[src/rtl/uart_rx_seq.sv]
// Oversampled UART receiver with a one-word output holding register, frame/parity/overrun flags.
// Optional even-parity bit enabled by defining UART_RX_PARITY_EN (default: 8N1-style, no parity).
module uart_rx_seq #(
  parameter int OVERSAMPLE = 16,
  parameter int WIDTH      = 8
) (
  input  logic             clock,
  input  logic             reset,
  input  logic             tick,
  input  logic             rxd,
  input  logic             ready,
  output logic [WIDTH-1:0] data,
  output logic             valid,
  output logic             frame_error,
  output logic             parity_error,
  output logic             overrun,
  output logic             busy
);

  localparam int PH_W  = $clog2(OVERSAMPLE);
  localparam int IDX_W = $clog2(WIDTH + 1);

  // The IDLE detection tick is phase 0 of the start bit, so the counter reaches
  // OVERSAMPLE/2-1 on the tick where its registered value is OVERSAMPLE/2-2.
  localparam logic [PH_W-1:0]  PH_MID   = PH_W'(OVERSAMPLE / 2 - 2);
  localparam logic [PH_W-1:0]  PH_LAST  = PH_W'(OVERSAMPLE - 1);
  localparam logic [IDX_W-1:0] IDX_LAST = IDX_W'(WIDTH - 1);

`ifdef UART_RX_PARITY_EN
  typedef enum logic [2:0] {IDLE, START, DATA, PARITY, STOP, BREAK} state_t;
`else
  typedef enum logic [2:0] {IDLE, START, DATA, STOP, BREAK} state_t;
`endif

  state_t             state_q, state_d;
  logic [PH_W-1:0]    phase_q, phase_d;
  logic [IDX_W-1:0]   bit_idx_q, bit_idx_d;
  logic [WIDTH-1:0]   shift_q, shift_d;
  logic [WIDTH-1:0]   data_q, data_d;
  logic               valid_q, valid_d;
  logic               ferr_q, ferr_d;
  logic               ovr_q, ovr_d;
  logic               load;
`ifdef UART_RX_PARITY_EN
  logic               par_q, par_d;
  logic               perr_q, perr_d;
`endif

  always_comb begin
    state_d   = state_q;
    phase_d   = phase_q;
    bit_idx_d = bit_idx_q;
    shift_d   = shift_q;
    load      = 1'b0;
`ifdef UART_RX_PARITY_EN
    par_d     = par_q;
`endif
    if (tick) begin
      unique case (state_q)
        IDLE: begin
          if (!rxd) begin
            state_d = START;
            phase_d = '0;
          end
        end
        START: begin
          if (phase_q == PH_MID) begin
            phase_d = '0;
            if (rxd) begin
              state_d = IDLE;
            end else begin
              state_d   = DATA;
              bit_idx_d = '0;
            end
          end else begin
            phase_d = phase_q + 1'b1;
          end
        end
        DATA: begin
          if (phase_q == PH_LAST) begin
            phase_d   = '0;
            shift_d   = WIDTH'({rxd, shift_q} >> 1);
            bit_idx_d = bit_idx_q + 1'b1;
            if (bit_idx_q == IDX_LAST) begin
`ifdef UART_RX_PARITY_EN
              state_d = PARITY;
`else
              state_d = STOP;
`endif
            end
          end else begin
            phase_d = phase_q + 1'b1;
          end
        end
`ifdef UART_RX_PARITY_EN
        PARITY: begin
          if (phase_q == PH_LAST) begin
            phase_d = '0;
            par_d   = rxd;
            state_d = STOP;
          end else begin
            phase_d = phase_q + 1'b1;
          end
        end
`endif
        STOP: begin
          if (phase_q == PH_LAST) begin
            phase_d = '0;
            load    = 1'b1;
            state_d = rxd ? IDLE : BREAK;
          end else begin
            phase_d = phase_q + 1'b1;
          end
        end
        BREAK: begin
          if (rxd) state_d = IDLE;
        end
        default: state_d = IDLE;
      endcase
    end
  end

  // Holding register: a load is dropped (and overrun raised) only when the
  // previous word is still pending and is not being taken on this edge.
  always_comb begin
    data_d  = data_q;
    valid_d = valid_q;
    ferr_d  = ferr_q;
    ovr_d   = ovr_q;
`ifdef UART_RX_PARITY_EN
    perr_d  = perr_q;
`endif
    if (load) begin
      if (valid_q && !ready) begin
        ovr_d = 1'b1;
      end else begin
        data_d  = shift_q;
        valid_d = 1'b1;
        ferr_d  = ~rxd;
`ifdef UART_RX_PARITY_EN
        perr_d  = ^{shift_q, par_q};
`endif
      end
    end else if (valid_q && ready) begin
      valid_d = 1'b0;
    end
  end

  always_ff @(posedge clock) begin
    if (reset) begin
      state_q   <= IDLE;
      phase_q   <= '0;
      bit_idx_q <= '0;
      shift_q   <= '0;
      data_q    <= '0;
      valid_q   <= 1'b0;
      ferr_q    <= 1'b0;
      ovr_q     <= 1'b0;
`ifdef UART_RX_PARITY_EN
      par_q     <= 1'b0;
      perr_q    <= 1'b0;
`endif
    end else begin
      state_q   <= state_d;
      phase_q   <= phase_d;
      bit_idx_q <= bit_idx_d;
      shift_q   <= shift_d;
      data_q    <= data_d;
      valid_q   <= valid_d;
      ferr_q    <= ferr_d;
      ovr_q     <= ovr_d;
`ifdef UART_RX_PARITY_EN
      par_q     <= par_d;
      perr_q    <= perr_d;
`endif
    end
  end

  assign data        = data_q;
  assign valid       = valid_q;
  assign frame_error = ferr_q;
  assign overrun     = ovr_q;
  assign busy        = (state_q != IDLE);
`ifdef UART_RX_PARITY_EN
  assign parity_error = perr_q;
`else
  assign parity_error = 1'b0;
`endif

endmodule

[config.mk]
export PLATFORM = sky130hd
export DESIGN_NAME = uart_rx_seq
export DESIGN_NICKNAME = d
export VERILOG_FILES = /design/src/rtl/uart_rx_seq.sv
export SDC_FILE = /design/constraint.sdc
export NUM_CORES = 1
export LEC_CHECK = 0
export ABC_AREA = 1
export CAP_MARGIN = 20
export CORE_MARGIN = 3
export CORE_UTILIZATION = 56
export CTS_BUF_LIST = sky130_fd_sc_hd__clkbuf_2
export DETAILED_ROUTE_END_ITERATION = 16
export HOLD_SLACK_MARGIN = 0.05
export PLACE_DENSITY = 0.91
export SLEW_MARGIN = 10
export SYNTH_ARGS = -nofsm -noshare
export SYNTH_HDL_FRONTEND = slang
export SYNTH_SLANG_ARGS = --single-unit
[constraint.sdc]
create_clock -name clock -period 2 [get_ports clock]
set_clock_uncertainty 0.1 [all_clocks]
set_input_delay 0.2 -clock clock [delete_from_list [all_inputs] [get_ports clock]]
set_output_delay 0.2 -clock clock [all_outputs]
set_load 0.005 [all_outputs]
== Yosys cells after proc, flatten, opt, wreduce, memory -nomap -nowiden ==
Cells that the tools add are included.
W data, S select, Z words.

* Register bits: 30
* Bits of input ports: 5
* Output and inout port bits: 13
* Word-level logic and storage cells: 65

* Add/sub/neg operators: 2
* Eq/ne operators: 15
* Mux-type cells: 22
* Bitwise logic cells: 2
* Reduce and logical (&&, ||, !) cells: 16

{| class="wikitable"
|+ Operators with widths
! kind !! count
|-
| $mux W3 || 7
|-
| $mux W4 || 5
|-
| $ne A2 B2 Y1 const B || 8
|-
| $pmux W3 S5 || 1
|-
| $pmux W4 S3 || 1
|-
| $add A4 B1 Y4 const B || 2
|-
| $eq A4 B3 Y1 const B || 2
|-
| $pmux W4 S2 || 1
|-
| $reduce_and A7 Y1 || 1
|-
| $eq A3 B2 Y1 const B || 2
|-
| $mux W1 || 6
|-
| $reduce_and A2 Y1 || 3
|-
| $reduce_and A3 Y1 || 2
|-
| $reduce_bool A3 Y1 || 2
|-
| $reduce_and A5 Y1 || 1
|-
| $eq A4 B4 Y1 const B || 1
|-
| $reduce_bool A2 Y1 || 2
|-
| $eq A3 B1 Y1 const B || 1
|-
| $eq A3 B3 Y1 const B || 1
|-
| $logic_not A3 Y1 || 1
|-
| $logic_and A1 B1 Y1 || 2
|-
| $mux W2 || 1
|-
| $not A1 Y1 || 2
|-
| $reduce_or A2 Y1 || 1
|-
| $logic_not A1 Y1 || 1
|}

== Longest topological paths before layout ==
Gate-level depths: netlist of the first run.

* Word-level depth: 6
* Gate-level depth with buffers: 10
* Gate-level depth less buffers: 10

== Worst setup path before layout of the first run ==
No wires, ideal clock.

* Kind: reg-to-reg
* From: reg phase_q[1]
* To: reg data_q[5] (netlist: data[5])
* Library setup time: 71 ps
* Data arrival time: 1,223 ps
* Data required time: 1,829 ps
* Setup slack: 606 ps
* Stages on the path, launching flop included: 9
* Buffers on the path: 1
* Period minus slack after synthesis: 1,394 ps
* Cell sequence: dfxtp_1 -> ha_1 -> nand3_1 -> inv_1 -> nand2_2 -> nor2_4 -> buf_6 -> nand3_1 -> a21oi_1

* Cells in the longest elaborated chain, start to end: 5

{| class="wikitable"
|+ Ends and longest elaborated chain
! element !! line !! RTL
|-
| start: declaration || 36 || <nowiki>logic [PH_W-1:0] phase_q, phase_d;</nowiki>
|-
| start signal: assignment || 165 || <nowiki>phase_q <= phase_d;</nowiki>
|-
| $eq A4 B4 Y1 || 107 || <nowiki>if (phase_q == PH_LAST) begin</nowiki>
|-
| $mux W1 || 107 ||
|-
| $mux W1 || 59 || <nowiki>unique case (state_q)</nowiki>
|-
| $mux W1 || 58 || <nowiki>if (tick) begin</nowiki>
|-
| $reduce_and A2 Y1 (no source line) || n/a ||
|-
| end signal: assignment || 168 || <nowiki>data_q <= data_d;</nowiki>
|-
| end: declaration || 39 || <nowiki>logic [WIDTH-1:0] data_q, data_d;</nowiki>
|}

Every way passes these cells.
A chain may end at the register's enable or synchronous reset.

== Worst setup path after layout of the first run ==
* From: reg state_q[0]
* To: out busy

* Cells in the longest elaborated chain, start to end: 1

{| class="wikitable"
|+ Ends and longest elaborated chain
! element !! line !! RTL
|-
| start: declaration || 35 || <nowiki>state_t state_q, state_d;</nowiki>
|-
| start signal: assignment || 164 || <nowiki>state_q <= state_d;</nowiki>
|-
| $reduce_bool A3 Y1 || 183 || <nowiki>assign busy = (state_q != IDLE);</nowiki>
|-
| end: declaration || 17 || <nowiki>output logic busy</nowiki>
|}

Every way passes these cells.

==> results.md, run 1 <==
* Status: finished clean
* Slew Limit Fails at 0
* Die area at between 3000 and 4000 µm²
* Most frequent cells in the layout: nand2_1, nor2_1, dfxtp_1
* Max-Cap Viols at 0
* Initial drt markers at between 70 and 80
* Core Area at between 2000 and 2500 µm²
* Vias in the first global route at 1246
* DRT antenna net count at 0
* Vias per cell at between 5 and 6
* Finished Core Util at 71.88%
* Setup Crit Path Kind: flip-flop to output pin
* Syn Std Cell Area at 1435 µm²
* Seq cells post-synth at 30
* Tot GR Track Use at between 20 and 25%
* CTS tree: done
* Post-CTS resize count at 0
* Synthesized Nets at 213
* Clock buffer depth at 2
* Final critical-path required period at approximately 1.9 ns
* Layout net count at 232
* Startpoint types: flip-flop
* P&R area growth vs syn at 16.13%
* Share of cells above drive strength 1 at approximately 11%
* FFs w/ async S/R, synth at 0%
* Fillers at 192
* Number of flops mapped to enable cells by yosys at 0
* Crit share post-route at between 90 and 100%
* Hold Vio Cnt, Final at 0
* Leading area contributor after synthesis: dfxtp_1
* Critical Path AT at between 1.5 and 2 ns
* Sequential share of the synthesized area at about two fifths
* Power share of the clock group at a little under a quarter
* RD Place Congestion at about 0.94
* Combinational power share at roughly a third
* Syn Area/Cell at about 7 µm²
* Final instance area at ~1700 µm²
* Largest net degree at the start of global routing at 19
* Drt pass-1 iters at 4
* Clock Latency Late Sink at 0.35 ns
* Crit Path Max Fanout at 7
* WL/cell at roughly 12 µm
* H-tree depth at 2
* Fmax at 0.5318 GHz
* Clock transition at path regs at approximately 0.16 ns
* Hold/Removal Path Class: flip-flop to flip-flop
* Sw power at 0.0006276 W
* Num rows at 17
* Hold slack at around 0.36 ns
* Post-CTS Setup Bufs at 0
* Main synth FF type: dfxtp_1
* Initial antenna violation count at 0
* Internal power at ~0.0010 W
* PortBufs at 16
* Placed Area at roughly 1600 µm²
* Io pins at 18
* # diodes at 0
* Die span in x at approximately 57 µm
* CP endpoint kind: output pin
* Hpwl dp at between 2000 and 2500 µm
* Total gr overflow at 0
* Routed via count at approximately 1300
* Sw Ratio at 37.46%
* RSZ-0062 raised after global routing: false
* Hold-fix buffers, CTS at 0
* Total wire length at 3043 µm
* Initial Util at around three fifths
* Post-synth cell types at 25
* Required time of the critical path at between 1.5 and 2 ns
* Sink Count at 30
* Top cells by area, synth: dfxtp_1, nand2_1, nor2_1
* Commonest non-fill, non-tap cell in the layout: nand2_1
* First-pass GRT wire length at roughly 5200 µm
* Final setup viols at 0
* Share of the synthesized area in the top cell type at about two fifths
* Die H at 56.63 µm
* Post-route setup TNS at 0 ns
* Synthesis Warnings at 0
* Pleak at about 0.65 nW
* Peak supply drop at a little over 0.0009 V
* Reg power frac at a little over two fifths
* Cell Pwr Density at about 1000 nW/µm²
* Post-Syn Instances at 205
* DRC viols at 0
* Clock root cell: clkbuf_2
* Cts bufs inserted at 5
-- cell type report --
type	instances	area, µm²	area share, %
Clock buffer	5	25.02	1.502
Clock inverter	2	33.78	2.027
Inverter	18	68.82	4.129
Multi-Input combinational cell	152	735.7	44.14
Sequential cell	30	600.6	36.04
Tap cell	28	35.03	2.102
Timing Repair Buffer	17	167.7	10.06
-- routing by layer --
metal | up-vias | global-route usage, % | share of wire, %
li1 | 693 | - | -
met5 | - | 0 | 0
met2 | 34 | 32.34 | 46
met3 | 9 | 5.517 | 5.0
met1 | 592 | 24.93 | 47
met4 | 0 | 10.51 | 2.0
-- Yosys cell counts, drive strengths merged, types with 2 or more instances --
| cell type | number |
|---|---|
| dfxtp | 30 |
| nand2 | 48 |
| nand3b | 2 |
| clkinv | 2 |
| nand3 | 19 |
| o21ai | 13 |
| ha | 3 |
| xor2 | 2 |
| nor2 | 42 |
| buf | 2 |
| inv | 16 |
| clkbuf | 3 |
| a21oi | 19 |
-- cells by family (layout without fill, tap and decap cells) --
kind of cell               after synthesis  count (layout)  share of synthesized area (%)
DFF                                     30              30                          41.85
AOI/OAI and AO/OA                       32              32                          11.42
other                                    1               1                         0.2613
and+or+nand+nor                        113             113                          35.13
buffers and inverters                   23              42                          6.887
adders and majority gates                3               3                          2.616
xor gates and xnor gates                 3               3                          1.831
-- power groups by stage --
stage | Combinational, W | Clock [W] | Sequential (W)
after floorplan | 0.000429 | 0 | 0.000706
after global placement | 0.000541 | 0 | 0.000719
after detailed placement | 0.000560 | 0 | 0.000720
after CTS | 0.000566 | 0.000408 | 0.000707
after global routing | 0.000651 | 0.000427 | 0.000716
final | 0.000566 | 0.000400 | 0.000709
-- critical path: stages, from the launching register on --
cell and delay [ns]:
dfxtp_1 0.41, nor2_2 0.29, nand2_1 0.08, clkdlybuf4s50_1 0.45
-- final timing paths --
check / from / endpoint / slack, ns / cells after the start
setup / recovery: state_q[0] / busy / 0.12 / 3
hold / removal: overrun / overrun / 0.36 / 2
setup reg to reg: phase_q[0] / data[2] / 0.30 / 8
hold reg to reg: overrun / overrun / 0.36 / 2
-- sequential cells by signal (all words and copies together) (netlist names) --
signal,flops
bit_idx_q,4
data,8
frame_error,1
overrun,1
phase_q,4
shift_q,8
state_q,3
valid,1
-- stage by stage --
step                      power, W  setup slack (ns)  instances
after CTS                 0.001681            0.1292        252
after global routing      0.001794           0.04440        252
final                     0.001676            0.1198        252
after global placement    0.001260            0.3361        245
after detailed placement  0.001280            0.3240        245
after floorplan           0.001135            0.6061        205
Note: power is estimated with default switching activity, not from simulation.
==> run 2: changes to the inputs <==
Settings changed: HOLD_SLACK_MARGIN 0.05 to 0.12.
==> results of run 2 <==
The final DEF is identical to that of run 1; final timing and power are the same.
